### config.mk
export PLATFORM = sky130hd
export DESIGN_NAME = dff_bank_arbiter
export DESIGN_NICKNAME = d
export VERILOG_FILES = /design/src/rtl/dff_bank_arbiter.sv
export SDC_FILE = /design/constraint.sdc
export NUM_CORES = 1
export LEC_CHECK = 0
export CORE_UTILIZATION = 38
export CTS_CLUSTER_SIZE = 10
export DETAILED_ROUTE_END_ITERATION = 16
export PLACE_DENSITY = 0.88
export SYNTH_ARGS = -nofsm -noshare
export SYNTH_HDL_FRONTEND = slang
export SYNTH_SLANG_ARGS = --single-unit
### constraint.sdc
create_clock -name clk -period 2.1 [get_ports clk]
set_clock_uncertainty 0.15 [all_clocks]
set_input_delay 0.42 -clock clk [delete_from_list [all_inputs] [get_ports clk]]
set_output_delay 0.42 -clock clk [all_outputs]
set_load 0.05 [all_outputs]
### src/rtl/dff_bank_arbiter.sv
// dff_bank_arbiter: round-robin arbiter owning a shared WIDTH-bit q/qb flip-flop bank
// Define DFF_ARB_TIMEOUT_EN to preempt an owner after MAX_HOLD cycles when others are waiting
module dff_bank_arbiter #(
    parameter int NREQ     = 4,
    parameter int WIDTH    = 8,
    parameter int MAX_HOLD = 8
) (
    input  logic                    clk,
    input  logic                    rst_n,
    input  logic [NREQ-1:0]         req,
    input  logic [NREQ-1:0]         wr_en,
    input  logic [NREQ*WIDTH-1:0]   d,
    output logic [NREQ-1:0]         gnt,
    output logic [WIDTH-1:0]        q,
    output logic [WIDTH-1:0]        qb,
    output logic                    busy,
    output logic [$clog2(NREQ)-1:0] owner_id
);
    localparam int IW = $clog2(NREQ);
    typedef enum logic {IDLE, OWN} state_t;
    state_t state, state_nx;
    logic [NREQ-1:0] cand, gnt_nx;
    logic [IW-1:0] win, ptr, ptr_nx, owner_nx;
    logic [WIDTH-1:0] d_own, q_nx, qb_nx;
    logic found, own, rel, pre, wr, take, busy_nx;
    int idx;
    if (NREQ < 2 || NREQ > 16 || MAX_HOLD < 2) begin : g_bad_params
        $error("dff_bank_arbiter: NREQ must be 2..16 and MAX_HOLD >= 2");
    end
    assign own   = state == OWN;
    assign rel   = own && !req[owner_id];
    assign wr    = own && req[owner_id] && wr_en[owner_id];
    assign d_own = d[int'(owner_id)*WIDTH +: WIDTH];
    // the current owner never competes in a handoff search
    assign cand  = own ? req & ~gnt : req;
`ifdef DFF_ARB_TIMEOUT_EN
    localparam int HW = $clog2(MAX_HOLD);
    logic [HW-1:0] hold, hold_nx;
    assign pre     = own && hold == HW'(MAX_HOLD - 1) && req[owner_id] && |cand;
    assign hold_nx = take ? '0 : (own && hold != HW'(MAX_HOLD - 1)) ? hold + 1'b1 : hold;
`else
    assign pre = 1'b0;
`endif
    assign take = found && (!own || rel || pre);
    always_comb begin
        win   = '0;
        found = 1'b0;
        idx   = 0;
        for (int k = 0; k < NREQ; k++) begin
            idx = int'(ptr) + k;
            if (idx >= NREQ) idx = idx - NREQ;
            if (!found && cand[IW'(idx)]) begin
                win   = IW'(idx);
                found = 1'b1;
            end
        end
    end
    always_comb begin
        state_nx = state;
        gnt_nx   = gnt;
        busy_nx  = busy;
        owner_nx = owner_id;
        ptr_nx   = ptr;
        q_nx     = wr ? d_own : q;
        qb_nx    = wr ? ~d_own : qb;
        if (take) begin
            state_nx = OWN;
            gnt_nx   = NREQ'(1) << win;
            busy_nx  = 1'b1;
            owner_nx = win;
            ptr_nx   = win == IW'(NREQ - 1) ? '0 : win + 1'b1;
        end else if (rel) begin
            state_nx = IDLE;
            gnt_nx   = '0;
            busy_nx  = 1'b0;
        end
    end
    always_ff @(posedge clk) begin
        if (!rst_n) begin
            state    <= IDLE;
            gnt      <= '0;
            busy     <= 1'b0;
            owner_id <= '0;
            ptr      <= '0;
            q        <= '0;
            qb       <= '1;
`ifdef DFF_ARB_TIMEOUT_EN
            hold     <= '0;
`endif
        end else begin
            state    <= state_nx;
            gnt      <= gnt_nx;
            busy     <= busy_nx;
            owner_id <= owner_nx;
            ptr      <= ptr_nx;
            q        <= q_nx;
            qb       <= qb_nx;
`ifdef DFF_ARB_TIMEOUT_EN
            hold     <= hold_nx;
`endif
        end
    end
endmodule

==> impl_metrics.env <==
export IMPL_outcome="finished, final reports clean"
export IMPL_crit_path_max_fanout=4
export IMPL_critPathTopFamily="compound AO/OA/AOI/OAI gates"
export IMPL_nets=278
export IMPL_chipHeight_microns=65.7
export IMPL_setup_violations=0
export IMPL_clk_latency_ns=0.27
export IMPL_critical_path_buf_inv_count=2
export IMPL_grt_pass1_wl_microns=6380
export IMPL_first_pass_iters=4
export IMPL_synth_area_leader_cell="dfxtp_1"
export IMPL_yosysTopAreaCellShare_pct=32.4
export IMPL_cts_root_buffer="clkbuf_8"
export IMPL_rows=22
export IMPL_drive_gt1_share_pct=29.4
export IMPL_power_total_mw=2.31
export IMPL_syn_num_nets=192
export IMPL_powerDensity_nw_per_um2=928
export IMPL_place_hpwl_microns=3190
export IMPL_ys_seq_elements=25
export IMPL_cts_buffers=3
export IMPL_gp_congestion=0.805
export IMPL_num_vias=1519
export IMPL_swShare_pct=41.4
export IMPL_relSlewSlack_pct=64.5
export IMPL_antenna_left=0
export IMPL_hold_slack_ns=0.331
export IMPL_core_sq_um=3770
export IMPL_grt_pass1_vias=1410
export IMPL_synth_edf_count=0
export IMPL_path_clk_slew_ns=0.10
export IMPL_antenna_found_initial=0
export IMPL_syn_area_sq_um=1540
export IMPL_p_int_mw=1.36
export IMPL_grt_overflow=0
export IMPL_setup_ws_ns=0.0371
export IMPL_p_clk_share_pct=13.2
export IMPL_power_frac_comb_pct=57.9
export IMPL_synth_area_leaders="dfxtp_1 32%, mux4_1 14%, nand3_2 5.2%"
export IMPL_fin_crit_sh_pct=98.2
export IMPL_wirelength_microns=4130
export IMPL_arrival_ns=2.09
export IMPL_die_w_microns=65.7
export IMPL_ir_worst_vdd_mv=0.351
export IMPL_cts_tree="built"
export IMPL_maxSlewViolCount=0
export IMPL_yosys_warnings=0
export IMPL_clock_path_buffers=2
export IMPL_worstMarginPinSlew_ns=0.531
export IMPL_track_usage_pct=19.9
export IMPL_drcViolationCount=0
export IMPL_htreeDepth=1
export IMPL_hold_class="reg2reg"
export IMPL_synthCells=146
export IMPL_slowest_stage="clkdlybuf4s50_1"
export IMPL_leakage_nw=0.974
export IMPL_drv_cap=0
export IMPL_syn_to_final_growth_pct=61.6
export IMPL_drt_iter0_markers=73
export IMPL_hold_buffers=0
export IMPL_pin_count=65
export IMPL_cts_num_sinks=25
export IMPL_dpl_worst_slack_ns=-0.336
export IMPL_end_kind="flop"
export IMPL_num_fill_cells=285
export IMPL_path_cells="clkdlybuf4s50_1, a21boi_0, o21a_1, o21ai_2, buf_4, ha_1, o211ai_1, o211a_1"
export IMPL_start_kind="primary input"
export IMPL_max_clock_freq_mhz=485
export IMPL_viasPerCell=5.44
export IMPL_start_util_pct=40.9
export IMPL_async_reset_ff_share_pct=0
export IMPL_synth_cell_type_count=41
export IMPL_num_antenna_cells=0
export IMPL_critPathRequiredTime_ns=2.12
export IMPL_critPathMaxStageDelay_ns=0.51
export IMPL_pwr_share_seq_pct=28.9
export IMPL_ys_flop_type="dfxtp_1"
export IMPL_grt_max_degree=17
export IMPL_avgSynthCellArea_sq_um=10.6
export IMPL_seq_area_frac_synth_pct=32.4
export IMPL_routedWlPerCell_microns=14.8
export IMPL_hold_viol_final=0
export IMPL_power_switching_mw=0.959
export IMPL_period_needed_ns=2.06
export IMPL_die_area_sq_um=4320
export IMPL_critPathKind="in2reg"
export IMPL_io_buffers=64
[cells in the mapped netlist, drive strengths merged, types with 5 or more instances]
library cell	count
buf	7
a21oi	11
o21ai	10
o22ai	7
nand3	8
mux2i	5
a21o	16
dfxtp	25
nand2	11
mux4	8
[power groups by stage]
stage / Sequential (mW) / Combinational [mW] / Clock, mW
6_report: 0.670 / 1.34 / 0.306
5_1_grt: 0.683 / 1.42 / 0.328
4_1_cts: 0.665 / 1.30 / 0.303
3_5_place_dp: 0.673 / 1.30 / 0
3_3_place_gp: 0.668 / 1.27 / 0
2_1_floorplan: 0.883 / 0.569 / 0
[flip-flops by register name (all words and copies together), names as in the netlist]
| signal | cells |
|---|---|
| gnt | 4 |
| own | 1 |
| owner_id | 2 |
| ptr | 2 |
| q | 8 |
| qb | 8 |
[placed cells by master (no fill, tap or decap), types with 4 or more instances in the layout]
master / Yosys / layout
a21o_1: 10 / 10
nand2_1: 11 / 11
buf_12: 0 / 6
nand3_2: 8 / 8
clkdlybuf4s50_1: 0 / 53
a21oi_1: 11 / 10
a21o_2: 6 / 6
buf_4: 1 / 28
o21ai_0: 10 / 9
o22ai_1: 6 / 6
inv_1: 4 / 4
mux4_1: 8 / 8
dfxtp_1: 25 / 22
[what timing repair did]
item / CTS / global route
gates resized for setup: 4 / 5
setup endpoints to repair: 2 / 4
buffers inserted: 0 / 2
pin swaps: 0 / 2
[per-stage QoR]
step	util, %	setup TNS [ns]	area (sq um)	instances
global placement	63.9	-2.03	2410	273
detailed placement	63.9	-2.56	2410	273
floorplan	-	0	1550	146
CTS	65.3	0	2460	277
finish	66.2	0	2490	279
global route	66.2	-0.0724	2490	279
[path summary, 6_finish.rpt]
check | startpoint | to | slack, ns | cells past startpoint
worst max register to register | own | ptr[0] | 0.24 | 7
worst min register to register | q[2] | q[2] | 0.33 | 2
worst min-delay path | q[2] | q[2] | 0.33 | 2
worst max-delay path | req[3] | ptr[1] | 0.04 | 8
[layout make-up]
cell class / count / area, sq um / area share, %
well taps: 48 / 60.1 / 2.41
repair buffers: 89 / 882 / 35.4
clock buffers: 3 / 41.3 / 1.65
clock inverters: 1 / 6.26 / 0.251
inverters: 5 / 18.8 / 0.752
flip-flops and latches: 25 / 507 / 20.3
multi-input cells: 108 / 980 / 39.3
[tightest hold or removal path: stages (launching register included)]
cell and delay [ns]:
dfxtp_1 0.32, o21ai_0 0.06, a21oi_1 0.06
[layer usage]
metal	vias up	GRT usage (%)	wire length [microns]
met5	-	0	0
met4	0	8.15	87
met3	8	2.95	241
met2	60	33.2	2090
met1	717	25.4	1710
li1	734	-	-
[logic make-up (layout without fill, tap and decap cells)]
kind of cell / count (synthesis) / after routing / synth area share [%]
AOI/OAI and AO/OA: 62 / 62 / 28.9
and+or+nand+nor: 28 / 28 / 11.1
adders and majority gates: 4 / 4 / 3.24
muxes: 14 / 14 / 18.6
buffers and inverters: 13 / 98 / 5.75
DFF: 25 / 25 / 32.4
Note: power is estimated with default switching activity, not from simulation.
